$ cat src/rtl/day1a.sv
// Streaming dial-rotation solver: two-stage pipeline that counts rotations ending at position 0.
// Optional macro DAY1A_BAD_OP_CNT_EN adds a saturating bad_op_count output for unknown op bytes.
module day1a #(
  parameter int DIAL_SIZE = 100,
  parameter int START_POS = 50,
  parameter int CNT_W     = 32
) (
  input  logic             clk,
  input  logic             rst_n,
  input  logic             data_valid,
  input  logic [31:0]      data,
`ifdef DAY1A_BAD_OP_CNT_EN
  output logic [15:0]      bad_op_count,
`endif
  output logic [CNT_W-1:0] answer
);

  localparam int POS_W = (DIAL_SIZE <= 2) ? 1 : $clog2(DIAL_SIZE);
  localparam logic [POS_W:0] DIAL = (POS_W+1)'(DIAL_SIZE);

  logic             w_isL;
  logic             w_isR;
  logic [POS_W-1:0] w_dist;

  logic             r_s1Valid;
  logic             r_s1IsL;
  logic [POS_W-1:0] r_s1Dist;

  logic [POS_W-1:0] r_pos;
  logic [CNT_W-1:0] r_answer;

  logic [POS_W:0]   w_posExt;
  logic [POS_W:0]   w_distExt;
  logic [POS_W:0]   w_sum;
  logic [POS_W-1:0] w_nextPos;

  assign w_isL  = (data[31:24] == 8'h4C);
  assign w_isR  = (data[31:24] == 8'h52);
  // Constant-divisor modulo of the full 24-bit distance, so the result is always < DIAL_SIZE.
  assign w_dist = POS_W'({8'd0, data[23:0]} % 32'(DIAL_SIZE));

  always_ff @(posedge clk or negedge rst_n) begin
    if (!rst_n) begin
      r_s1Valid <= 1'b0;
      r_s1IsL   <= 1'b0;
      r_s1Dist  <= '0;
    end else begin
      r_s1Valid <= data_valid & (w_isL | w_isR);
      r_s1IsL   <= w_isL;
      r_s1Dist  <= w_dist;
    end
  end

  assign w_posExt  = {1'b0, r_pos};
  assign w_distExt = {1'b0, r_s1Dist};
  assign w_sum     = w_posExt + w_distExt;

  // Wrap without negative intermediates: both operands are already below DIAL_SIZE.
  always_comb begin
    w_nextPos = r_pos;
    if (r_s1IsL) begin
      if (r_s1Dist <= r_pos)
        w_nextPos = r_pos - r_s1Dist;
      else
        w_nextPos = POS_W'(w_posExt + DIAL - w_distExt);
    end else begin
      if (w_sum >= DIAL)
        w_nextPos = POS_W'(w_sum - DIAL);
      else
        w_nextPos = POS_W'(w_sum);
    end
  end

  always_ff @(posedge clk or negedge rst_n) begin
    if (!rst_n) begin
      r_pos    <= POS_W'(START_POS);
      r_answer <= '0;
    end else if (r_s1Valid) begin
      r_pos <= w_nextPos;
      if (w_nextPos == '0)
        r_answer <= r_answer + 1'b1;
    end
  end

  assign answer = r_answer;

`ifdef DAY1A_BAD_OP_CNT_EN
  logic        r_s1Bad;
  logic [15:0] r_badCnt;

  always_ff @(posedge clk or negedge rst_n) begin
    if (!rst_n) begin
      r_s1Bad  <= 1'b0;
      r_badCnt <= '0;
    end else begin
      r_s1Bad <= data_valid & ~(w_isL | w_isR);
      if (r_s1Bad && (r_badCnt != 16'hFFFF))
        r_badCnt <= r_badCnt + 16'd1;
    end
  end

  assign bad_op_count = r_badCnt;
`endif

endmodule

$ cat config.mk
export PLATFORM = sky130hd
export DESIGN_NAME = day1a
export DESIGN_NICKNAME = d
export VERILOG_FILES = /design/src/rtl/day1a.sv
export SDC_FILE = /design/constraint.sdc
export NUM_CORES = 1
export LEC_CHECK = 0
export BUFFER_PORTS_ARGS = -buffer_cell sky130_fd_sc_hd__buf_4
export CORE_MARGIN = 4
export CORE_UTILIZATION = 60
export CTS_CLUSTER_DIAMETER = 40
export DETAILED_ROUTE_END_ITERATION = 12
export PLACE_DENSITY = 0.8
export SYNTH_ARGS = -nofsm -noshare
export SYNTH_HDL_FRONTEND = slang
export SYNTH_SLANG_ARGS = --single-unit
$ cat constraint.sdc
create_clock -name clk -period 10.5 [get_ports clk]
set_clock_uncertainty 0.15 [all_clocks]
set_input_delay 2.1 -clock clk [delete_from_list [all_inputs] [get_ports clk]]
set_output_delay 2.1 -clock clk [all_outputs]
set_load 0.005 [all_outputs]
==> results of run 1 <==
repair_timing:
| action | in CTS |
|---|---|
| resized for setup | 111 |
| endpoints found under the setup margin | 5 |
| pin swaps | 41 |
| setup buffers | 46 |
kinds of logic after synthesis:
kind of cell | Yosys count
AO/OA/AOI/OAI | 368
AND/OR/NAND/NOR | 362
buffers and inverters | 94
XOR/XNOR | 79
flip-flops | 48
adder cells (fa/ha/maj) | 39
multiplexers | 28
per-stage QoR:
stage | worst slack, ns | util
after floorplan | -1.49 | -
after global placement | -1.82 | 0.850
after detailed placement | -2.21 | 0.850
after CTS | -1.58 | 0.941
==> metrics.txt, run 1 <==
mapped cell area=7930 um2; top-area cell type share of the netlist area=0.142; gpl congestion=0.957; # rows=41; dpl hpwl=20200 um; initial core utilization=0.621; largest family of logic cells by synthesized area=compound AO/OA/AOI/OAI gates; Synth area leader=dfrtp_1; EDFF count, synth=0; compound-gate portion of the synthesized area=0.368; CTS buffer count=5; most frequent cell after synthesis=nor2_1; Error=[ERROR DPL-0038] Utilization greater than 100%, impossible to legalize; status=stopped before the end; root buffer cell=clkbuf_16; CTS H-tree depth=2; I/O pins=67; simple-gate share of the synthesized area=0.233; die width=123 um; worst_ep grt=r_s1Dist[6]$_DFF_PN0_/D; Longest Clk Path Bufs=2; largest net degree at the start of global routing=49; Seq cells post-synth=48; Cell variety after synth=123; classification of the worst endpoint=register input; asr flop ratio synth=1.00; synthesized net count=1083; Commonest cells post-synth=91 x nor2_1, 84 x nand2_1, 58 x a21oi_1, 54 x xnor2_1; Die Height=123 um; mux contribution to synthesized area=0.0398; Post-synth top flop=dfrtp_1; # port buffers=66; # placed instances=1491; largest cells by area after synthesis=dfrtp_1 14%, xnor2_1 6.0%, nor2_1 4.3%, nand2_1 4.0%, ha_1 3.8%; Fail Step=global routing (5_1_grt); post-synthesis xor/xnor area fraction=0.0925; CTS Sinks=48; CTS Hold Bufs=0; synth warn=0; Post-DP Area=10900 um2; Mapped Cells=1018; syn avg cell area=7.79 um2; Synth Area in Adders=0.0652; post-synthesis sequential area ratio=0.152
==> inputs of run 2 (changes only) <==
- CORE_UTILIZATION: 60 -> 40
- CTS_CLUSTER_DIAMETER: 40 -> default
- PLACE_DENSITY: 0.8 -> default
- PLACE_DENSITY_LB_ADDON: default -> 0.15
==> metrics.txt, run 2 <==
slowest cell on the critical path=a311o_2; top-area cell type share of the netlist area=0.142; EDFF count, synth=0; Layout area overhead=61.2%; GR Util met1=0.313; synth warn=0; critical path class=input pin to flip-flop; final hold slack=0.318 ns; Clock Latency Late Sink=0.29 ns; Hold Crit Class=flip-flop to flip-flop; Worst Setup Start Kind=input pin; drt first pass iters=5; design area=12800 um2; RSZ-0062 raised after global routing=yes; DRC=0; synthesized net count=1083; largest net degree at the start of global routing=49; DR WL/cell=16.1 um; total number of vias=9403; Post-DP Area=11000 um2; antenna cells=0; Vias/cell=5.65; most common cell after layout, fill and taps aside=buf_4; final WL=26900 um; Multi-input gate area=7610 um2; final hold violations=0; initial antenna violation count=0; Slew Viols, Final=0; CTS buffer count=5; total track usage=0.228; Longest Clk Path Bufs=2; Mapped Cells=1018; asr flop ratio synth=1.00; Clk pin slew, worst setup/hold paths=0.07 ns; dpl hpwl=19300 um; Die Height=149 um; Cell variety after synth=123; gpl congestion=0.886; full die area=22100 um2; initial core utilization=0.407; mapped cell area=7930 um2; Synth area leader=dfrtp_1; Max Freq=0.0818 GHz; Crit Path Max Fanout=7; # placed instances=1584; met2 Usage GRT=0.400; sequential cell area=1200 um2; vias in the first global route=9262; Worst Tran Pin Value=0.879 ns; # port buffers=66; CTS tree=done; antenna-violating nets left=0; Post-synth top flop=dfrtp_1; MaxCap Viol Count=0; core area=19500 um2; CP max stage delay=0.46 ns; commonest cells after routing, fill and taps aside=395 x buf_4, 85 x nor2_1, 80 x nand2_1; I/O pins=67; global route hottest layer=met2; Iter 0 DRT Violations=540; root buffer cell=clkbuf_16; final cell count without fillers=1663; CP bufs+invs=9; violated checks=setup timing; largest cells by area after synthesis=dfrtp_1 14%, xnor2_1 6.0%, nor2_1 4.3%, nand2_1 4.0%, ha_1 3.8%; CTS H-tree depth=2; CP dominant cell by count=buf_4; status=finished with violations; fillcell total=1594; global-route wire length before repair=43800 um; Seq cells post-synth=48; max reg flops=32; Layout Nets=1462; CTS Sinks=48; # setup viols final=5; worst rel slew slack=0.408; Tcrit/Tclk final=1.16; die width=149 um; final setup margin=-1.72 ns; grt met3 use=0.0140; CTS Hold Bufs=0; Top delay family on crit path=compound AO/OA/AOI/OAI gates; crit path time final=12.22 ns; Commonest cells post-synth=91 x nor2_1, 84 x nand2_1, 58 x a21oi_1, 54 x xnor2_1; CP endpoint kind=flip-flop; CP required=10.52 ns; # rows=51; layout cell share with drive strength beyond 1=0.485; syn avg cell area=7.79 um2; arrival time at the worst endpoint=12.24 ns; total grt overflow=0; most frequent cell after synthesis=nor2_1; post-synthesis sequential area ratio=0.152
==> run 2: cell counts after synthesis <==
Identical to the previous run, type by type.
==> run 2: path summary, 6_finish.rpt <==
check / cells after the start / slack [ns] / from / end
max in group asynchronous: 1 / 8.14 / rst_n / r_s1Dist[2]
setup reg to reg: 24 / 4.54 / r_s1Dist[2] / answer[31]
hold reg to reg: 1 / 0.32 / answer[31] / answer[31]
min in group asynchronous: 1 / 1.67 / rst_n / r_s1Dist[1]
hold / removal: 1 / 0.32 / answer[31] / answer[31]
setup / recovery: 48 / -1.72 / data[20] / r_s1Dist[4]
==> run 2: cell type report <==
cell class / count / area share
Sequential cell: 48 / 0.0943
Multi-Input combinational cell: 876 / 0.595
Clock buffer: 5 / 0.00979
Tap cell: 265 / 0.0259
Timing Repair Buffer: 419 / 0.257
Inverter: 47 / 0.0140
Clock inverter: 3 / 0.00362
==> run 2: cells by family (layout without fill, tap and decap cells) <==
group | Yosys count | after routing | synth area share
AO/OA/AOI/OAI | 368 | 368 | 0.368
AND/OR/NAND/NOR | 362 | 362 | 0.233
buffers and inverters | 94 | 474 | 0.0489
XOR/XNOR | 79 | 79 | 0.0925
flip-flops | 48 | 48 | 0.152
adder cells (fa/ha/maj) | 39 | 39 | 0.0652
multiplexers | 28 | 28 | 0.0398
==> run 2: worst register-to-register path, stage by stage (launching register included) <==
cell and delay, ns:
dfrtp_1 0.38, inv_1 0.08, ha_1 0.41, inv_1 0.15, a21oi_1 0.22, nor2_1 0.06, nor2_1 0.09, nor2_1 0.05
nor2_1 0.19, xnor2_1 0.24, a31oi_1 0.09, a211oi_1 0.65, nor2b_1 0.13, xnor2_1 0.17, o21ai_0 0.32, nand2_1 0.10
nor4_1 0.68, nand2_1 0.16, nor2_1 0.20, nand3_1 0.24, nor2_1 0.26, and4_1 0.32, nor2b_1 0.26, nand3_1 0.13
xnor2_1 0.13
==> run 2: timing repair <==
item	4_1_cts	5_1_grt
endpoints found under the setup margin	5	5
buffers inserted	47	26
resized for setup	120	89
pin swaps	73	43
==> run 2: through the flow <==
stage | utilization | setup slack (ns) | TNS (ns)
after floorplan | - | -1.49 | -6.86
after global placement | 0.564 | -2.23 | -10.80
after detailed placement | 0.564 | -2.42 | -11.66
after CTS | 0.622 | -1.46 | -6.82
after global routing | 0.657 | -2.17 | -10.53
final | 0.657 | -1.72 | -8.15
==> run 2: per-layer routing <==
layer  up-vias  routed length [um]  share of wire
met3        47                 963          0.036
li1       4611                   -              -
met1      4515               12300           0.46
met2       230               13100           0.49
met5         -                   0              0
met4         0                 488          0.018
Power of run 2 is not shown: default switching activity piles up to over one toggle a cycle in this logic, so the estimate is an artifact.
